**config.mk**
```make
export PLATFORM = sky130hd
export DESIGN_NAME = nibble_alu_sequencer
export DESIGN_NICKNAME = d
export VERILOG_FILES = /design/src/rtl/nibble_alu_sequencer.sv
export SDC_FILE = /design/constraint.sdc
export NUM_CORES = 1
export LEC_CHECK = 0
export ABC_AREA = 1
export CELL_PAD_IN_SITES_DETAIL_PLACEMENT = 1
export CELL_PAD_IN_SITES_GLOBAL_PLACEMENT = 2
export CORE_UTILIZATION = 30
export DETAILED_ROUTE_END_ITERATION = 6
export PLACE_DENSITY = 0.91
export SLEW_MARGIN = 0
export SYNTH_ARGS = -nofsm -noshare
export SYNTH_HDL_FRONTEND = slang
export SYNTH_SLANG_ARGS = --single-unit
```
**constraint.sdc**
```tcl
create_clock -name clk -period 11.07 [get_ports clk]
set_input_delay 2.214 -clock clk [delete_from_list [all_inputs] [get_ports clk]]
set_output_delay 2.214 -clock clk [all_outputs]
set_load 0.05 [all_outputs]
```
**src/rtl/nibble_alu_sequencer.sv**
```systemverilog
// rtl/nibble_alu_sequencer.sv - start/done sequencer driving a 4-bit nibble ALU over a WIDTH-bit word
// Optional result flags (rsp_zero, rsp_neg) are built when NIBBLE_SEQ_FLAGS_EN is defined.
module nibble_alu_sequencer #(
  parameter int WIDTH = 32,
  parameter int OP_W  = 4,
  parameter int CNT_W = $clog2(WIDTH/4)
) (
  input  logic             clk,
  input  logic             reset,
  input  logic             req_valid,
  output logic             req_ready,
  input  logic [WIDTH-1:0] req_word1,
  input  logic [WIDTH-1:0] req_word2,
  input  logic [OP_W-1:0]  req_op,
  input  logic             req_carry_in,
  output logic [3:0]       alu_d1,
  output logic [3:0]       alu_d2,
  output logic [OP_W-1:0]  alu_op,
  output logic             alu_carry_in,
  input  logic [3:0]       alu_res,
  input  logic             alu_carry_out,
  output logic             rsp_valid,
  input  logic             rsp_ready,
  output logic [WIDTH-1:0] rsp_result,
  output logic             rsp_carry,
  output logic             busy
`ifdef NIBBLE_SEQ_FLAGS_EN
  ,
  output logic             rsp_zero,
  output logic             rsp_neg
`endif
);

  localparam int NIB = WIDTH / 4;
  localparam logic [CNT_W-1:0] LAST_IDX = CNT_W'(NIB - 1);

  typedef enum logic [1:0] {S_IDLE, S_RUN, S_DONE} state_e;

  state_e           state_q, state_d;
  logic [CNT_W-1:0] idx_q, idx_d;
  logic             carry_q, carry_d;
  logic [WIDTH-1:0] op1_q, op1_d;
  logic [WIDTH-1:0] op2_q, op2_d;
  logic [OP_W-1:0]  op_q, op_d;
  logic [WIDTH-1:0] result_q, result_d;
  logic             rsp_carry_q, rsp_carry_d;
  logic             zero_q, zero_d;
  logic             neg_q, neg_d;

  always_ff @(posedge clk or posedge reset) begin
    if (reset) begin
      state_q     <= S_IDLE;
      idx_q       <= '0;
      carry_q     <= 1'b0;
      op1_q       <= '0;
      op2_q       <= '0;
      op_q        <= '0;
      result_q    <= '0;
      rsp_carry_q <= 1'b0;
      zero_q      <= 1'b0;
      neg_q       <= 1'b0;
    end else begin
      state_q     <= state_d;
      idx_q       <= idx_d;
      carry_q     <= carry_d;
      op1_q       <= op1_d;
      op2_q       <= op2_d;
      op_q        <= op_d;
      result_q    <= result_d;
      rsp_carry_q <= rsp_carry_d;
      zero_q      <= zero_d;
      neg_q       <= neg_d;
    end
  end

  always_comb begin
    state_d     = state_q;
    idx_d       = idx_q;
    carry_d     = carry_q;
    op1_d       = op1_q;
    op2_d       = op2_q;
    op_d        = op_q;
    result_d    = result_q;
    rsp_carry_d = rsp_carry_q;
    zero_d      = zero_q;
    neg_d       = neg_q;
    case (state_q)
      S_IDLE: begin
        if (req_valid) begin
          op1_d    = req_word1;
          op2_d    = req_word2;
          op_d     = req_op;
          carry_d  = req_carry_in;
          idx_d    = '0;
          result_d = '0;
          state_d  = S_RUN;
        end
      end
      S_RUN: begin
        // alu_res is only sampled here, so an undriven ALU outside RUN cannot disturb state
        result_d[{idx_q, 2'b00} +: 4] = alu_res;
        carry_d = alu_carry_out;
        idx_d   = idx_q + 1'b1;
        if (idx_q == LAST_IDX) begin
          state_d     = S_DONE;
          rsp_carry_d = alu_carry_out;
          zero_d      = (result_d == '0);
          neg_d       = result_d[WIDTH-1];
        end
      end
      S_DONE: begin
        if (rsp_ready) state_d = S_IDLE;
      end
      default: state_d = S_IDLE;
    endcase
  end

  assign req_ready    = (state_q == S_IDLE);
  assign rsp_valid    = (state_q == S_DONE);
  assign busy         = (state_q == S_RUN);
  assign alu_d1       = busy ? op1_q[{idx_q, 2'b00} +: 4] : 4'h0;
  assign alu_d2       = busy ? op2_q[{idx_q, 2'b00} +: 4] : 4'h0;
  assign alu_carry_in = busy ? carry_q : 1'b0;
  assign alu_op       = op_q;
  assign rsp_result   = result_q;
  assign rsp_carry    = rsp_carry_q;

`ifdef NIBBLE_SEQ_FLAGS_EN
  assign rsp_zero = zero_q;
  assign rsp_neg  = neg_q;
`else
  logic unused_flags;
  assign unused_flags = zero_q ^ neg_q;
`endif

endmodule

```
# ---- Word-level counts from Yosys, hierarchy flattened
# Cells that the tools add are included.
dict set report word_totals {
  reg_bits 107
  output_inout_bits 49
  word_cells 40
}
dict set report classes {
  addsub 2
  n_eq_ne 6
  shifts 4
  mux 14
  reduce_logical 6
}
# op count
set ops {}
lappend ops {{$pmux 32 s2} 1}
lappend ops {{$shiftx 32x6->4} 2}
lappend ops {{$bwmux 32} 1}
lappend ops {{$mux 32} 1}
lappend ops {{$shift 4x7->32 const A} 1}
lappend ops {{$shiftx 4x7->32} 1}
lappend ops {{$mux 4} 2}
lappend ops {{$neg 5->7} 1}
lappend ops {{$mux 2} 3}
lappend ops {{$pmux 2 s3} 1}
lappend ops {{$pmux 3 s2} 1}
lappend ops {{$reduce_and 2->1} 3}
lappend ops {{$ne 2x1->1 const B} 2}
lappend ops {{$add 3x1->3 const B} 1}
lappend ops {{$eq 3x3->1 const B} 1}
lappend ops {{$mux 3} 1}
lappend ops {{$reduce_and 3->1} 1}
lappend ops {{$eq 2x1->1 const B} 1}
lappend ops {{$eq 2x2->1 const B} 1}
lappend ops {{$logic_not 2->1} 1}
lappend ops {{$mux 1} 2}
lappend ops {{$ne 2x2->1 const B} 1}
lappend ops {{$pmux 1 s2} 1}
lappend ops {{$reduce_bool 2->1} 1}

# ---- Depth between registers and ports, before layout
dict set report depth {
  depth_word 4
  depth_mapped 10
}

# ---- Least setup slack after synthesis
# Ideal clock, no wire load.
dict set report synth_timing {
  path_kind {reg2out}
  from {reg state_q[1]}
  to {out alu_d1[0]}
  t_arrival_ns 1.794
  path_slack_ns 7.062
  stages_incl_launch_ff 7
  path_cell_list {dfrtp_1 > inv_1 > nand2_2 > inv_4 > buf_2 > nand2_1 > nor2_1}
}
dict set report synth_via {
  elab_chain_cells 2
}
# element line_no
set synth_rtl {}
lappend synth_rtl {{start, declared} 39} ;# state_e state_q, state_d;
lappend synth_rtl {{start signal, assigned} 63} ;# state_q <= state_d;
lappend synth_rtl {{$eq 2x1->1} 120} ;# assign busy = (state_q == S_RUN);
lappend synth_rtl {{net busy} 26} ;# output logic busy
lappend synth_rtl {{$mux 4} 121} ;# assign alu_d1 = busy ? op1_q[{idx_q, 2'b00} +: 4] : 4'h0;
lappend synth_rtl {{end, declared} 16} ;# output logic [3:0] alu_d1,
# The timed path passes the listed nets, and every way through them passes these cells.

# ---- Worst setup path after layout
dict set report layout_timing {
  from {reg idx_q[1]}
  to {out alu_d1[2]}
}
dict set report layout_via {
  elab_chain_cells 2
}
# element line_no
set layout_rtl {}
lappend layout_rtl {{start, declared} 40} ;# logic [CNT_W-1:0] idx_q, idx_d;
lappend layout_rtl {{start signal, assigned} 64} ;# idx_q <= idx_d;
lappend layout_rtl {{$shiftx 32x6->4} 121}
lappend layout_rtl {{$mux 4} 121}
# No other way between the ends.

==> parameters.txt <==
Parameter                              Value

STA
  Worst hold margin ... 483 ps
  Clock Skews ... slightly below 6 ps
  Setup_tns ... 0 ps
  Slew headroom ... 41.8%
  Worst path setup slack after routing ... 5670 ps
  Final hold violation count ... 0
  Measured slew at the worst slew-check pin ... 873 ps
  Max Fclk ... ~190 MHz
  Final setup vio count ... 0
  Final Max Slew Viols ... 0
  Portion of the clock cycle consumed by the worst path in the final layout ... 48.7%
  Unrepaired setup endpoints after global routing ... no
  Final min period ... between 5000 and 6000 ps

Cells and area
  Final net count ... 823
  Relative area change from synthesis to final layout ... 32.9%
  Core occupancy in the finished layout ... between 40% and 50%
  Final std cell area, no fill ... 6700 um2
  Inserted Diodes ... 0
  Number of fill cells in the layout ... 1990
  Share of post-route cells with drive strength above 1 ... 4.83%
  Finished Layout Cells ... about 970

Floorplanning
  Rows ... 47
  Effective utilization at floorplan ... 30.6%
  Std-Cell Core Area ... 16500 um2
  Floorplan die width ... around 130 um
  Full die area ... 17300 um2
  Die Ht ... 132 um
  I/O Pins ... 127

Routing
  Per-cell routed wire length ... approximately 16 um
  Post-route antenna net violation count ... 0
  DRC violation count after routing ... 0
  Pre-Repair DR Iteration Count ... 4
  Via count of the routed design ... ~4500
  Total Routed Length ... about 15000 um
  DR iter-0 viols ... around 250
  Via-per-instance ratio ... 4.71

Place
  Instance area at placement ... 6400 um2
  # placed instances ... 949
  Post-DP HPWL ... 11000 um
  Dpl ws ... around 6100 ps
  Weighted congestion reported at the end of routability-driven placement ... between 0.8 and 0.9
  # port buffers ... 126

CTS
  Total of hold buffers inserted after clock tree synthesis ... 0
  Source-to-sink clock delay at the later pin of the worst-skew pair ... approximately 360 ps
  Clock transition time at the flip-flop clock pins of the worst setup and hold paths ... 70 ps
  Clock tree from TritonCTS ... yes
  Number of clock sinks ... around 110
  Number of gates resized after CTS ... 0
  TritonCTS buffer count ... 9
  CTS root buf ... sky130_fd_sc_hd__clkbuf_16
  Clock buffer depth ... 2
  Depth of the CTS H-tree ... 3
  Setup bufs post-CTS ... 0

Critical path
  Slowest cell on the critical path ... sky130_fd_sc_hd__dfrtp_1
  Cells traversed along the worst timing path ... inv_1 > nor2_1 > nand2_1 > nand2_1 > nor2_1 > nor2_1 > clkdlybuf4s50_1
  Top delay family on crit path ... buffers and inverters
  Peak fanout along the critical path ... 22
  CP most frequent cell ... sky130_fd_sc_hd__nor2_1
  Kind of end point of the critical path ... output pin
  Required time at the worst-slack endpoint ... between 8000 and 9000 ps
  Worst R2R End ... rsp_result[4]
  Worst path buffer plus inverter count ... 2
  Delay of the slowest critical-path stage ... 880 ps
  Kind of launch point of the worst setup path ... flop
  Crit path kind ... flop to output pin
  Arrival @ worst endpoint ... 3180 ps
  Worst flop-to-flop path startpoint ... idx_q[1]
  Worst reg2reg setup slack ... 7940 ps
  Path depth of the worst reg2reg path ... 8

Logic synthesis
  Synthesized flop and latch total ... 107
  Synthesized Nets ... 716
  Mapped Area ... 5040 um2
  Post-synth EDFFs ... 0
  Yosys warning total ... 0
  Largest cells by area after synthesis ... sky130_fd_sc_hd__dfrtp_1, sky130_fd_sc_hd__nand2_1, sky130_fd_sc_hd__nand3_1, sky130_fd_sc_hd__o21ai_1, sky130_fd_sc_hd__inv_1
  Unique masters post-synth ... 25
  Async set-or-reset flop fraction in the synthesized netlist ... 100%
  Gate count of the mapped netlist ... 633
  Fraction of synthesized cell area taken by the top area cell type ... 53.2%
  Top flip-flop cell by instance count after synthesis ... sky130_fd_sc_hd__dfrtp_1
  Most used standard cell by instance count after synthesis ... sky130_fd_sc_hd__nand2_1
  Most frequent cells after synthesis ... sky130_fd_sc_hd__nand2_1, sky130_fd_sc_hd__dfrtp_1, sky130_fd_sc_hd__nand3_1
  Sequential share of the synthesized area ... 53.2%
  Mapped Avg Cell Area ... 7.96 um2
  Cell taking the most area after synthesis ... sky130_fd_sc_hd__dfrtp_1

Flow run
  Max-cap violations ... 0

Global routing
  Congestion Overflow GR ... 0
  Total Routing Usage GR ... 18.8%
  Number of global-route vias before repair ... ~5000
  Antenna violations before repair ... 0
  First-pass GRT wire length ... 25800 um
  Pin count of the biggest net entering global routing ... 69

Hold path
  Cell depth of the worst hold path ... 2
  Worst hold path type ... flop to flop
  Start point of the worst hold path ... op1_q[1]
  Worst Hold Path EP ... op1_q[1]

Power
  Leak ... around 3.2 nW
  Total power draw ... approximately 2.1 mW
  Max VDD drop ... 0.158 mV
  Power density relative to cell area ... 318 nW/um2

Outcome
  Run status ... finished, final reports clean
## area by class of cell
class                   count  area (um2)  share of cell area, %
flip-flops and latches    107        2680                   40.0
clock inverters             5        37.5                  0.561
clock buffers              11         253                   3.77
multi-input cells         432        1930                   28.9
well taps                 220         275                   4.11
repair buffers            129        1280                   19.2
inverters                  61         235                   3.51
## sequential cells by signal (all words and copies together) (netlist names)
register	flops
carry_q	1
state_q	2
alu_op	4
rsp_carry	1
idx_q	3
op2_q	32
op1_q	32
rsp_result	32
## kinds of logic after synthesis
kind of cell,after synthesis,synth area share (%)
buf+inv,94,8.47
simple gates,349,29.2
flops,107,53.2
compound gates,78,7.88
fa+ha+maj,5,1.24
## worst reg2reg max path: cells and delay by family, from the launching register on
kind	cells	cell delay [ps]
AOI/OAI and AO/OA	1	100
adders and majority gates	2	870
buffers and inverters	2	710
DFF	1	880
and+or+nand+nor	3	450
## routing by layer
layer / part of all wire (%) / vias up / GRT usage (%)
met2: 49 / 105 / 31.8
met4: 2.3 / 0 / 7.88
li1: - / 2207 / -
met5: 0 / - / 0
met3: 4.1 / 21 / 3.24
met1: 45 / 2215 / 23.7
## cells in the final DEF, fill, tap and decap left out
cell type,netlist,layout
sky130_fd_sc_hd__clkinvlp_4,0,2
sky130_fd_sc_hd__clkinv_2,0,2
sky130_fd_sc_hd__inv_4,1,2
sky130_fd_sc_hd__clkbuf_8,0,2
sky130_fd_sc_hd__ha_1,5,5
sky130_fd_sc_hd__nand2_2,2,2
sky130_fd_sc_hd__nand3_2,5,5
sky130_fd_sc_hd__inv_1,57,56
sky130_fd_sc_hd__nor2_1,41,41
sky130_fd_sc_hd__nand4_1,1,1
sky130_fd_sc_hd__nor3_4,1,1
sky130_fd_sc_hd__nand3_1,72,72
sky130_fd_sc_hd__clkdlybuf4s50_1,0,126
sky130_fd_sc_hd__o31ai_1,1,1
sky130_fd_sc_hd__o21ai_0,24,24
sky130_fd_sc_hd__nor2_4,2,2
sky130_fd_sc_hd__nor3_2,1,1
sky130_fd_sc_hd__o21ai_1,43,43
sky130_fd_sc_hd__dfrtp_1,107,106
sky130_fd_sc_hd__clkbuf_16,0,9
sky130_fd_sc_hd__dfrtp_2,0,1
sky130_fd_sc_hd__o22ai_1,1,1
sky130_fd_sc_hd__o211ai_1,1,1
sky130_fd_sc_hd__buf_4,10,3
sky130_fd_sc_hd__a21oi_1,8,8
sky130_fd_sc_hd__clkinv_4,0,2
sky130_fd_sc_hd__inv_2,3,2
sky130_fd_sc_hd__nand2_1,224,224
## power by group
| part | switching [mW] | internal, mW |
|---|---|---|
| registers | 0.122 | 0.560 |
| clock network | 0.152 | 0.166 |
| logic | 0.770 | 0.358 |
## worst max path at each step
stage,start,endpoint,slack [ps],cells past startpoint
after floorplan,reset,alu_op[0],6040,1
after global placement,idx_q[1],alu_d1[1],6120,7
after detailed placement,idx_q[0],alu_d2[2],6060,7
after CTS,idx_q[0],alu_d2[2],5650,7
after global routing,idx_q[0],alu_d2[2],5410,7
final,idx_q[1],alu_d1[2],5670,7
Power figures use the tool's default switching activity.
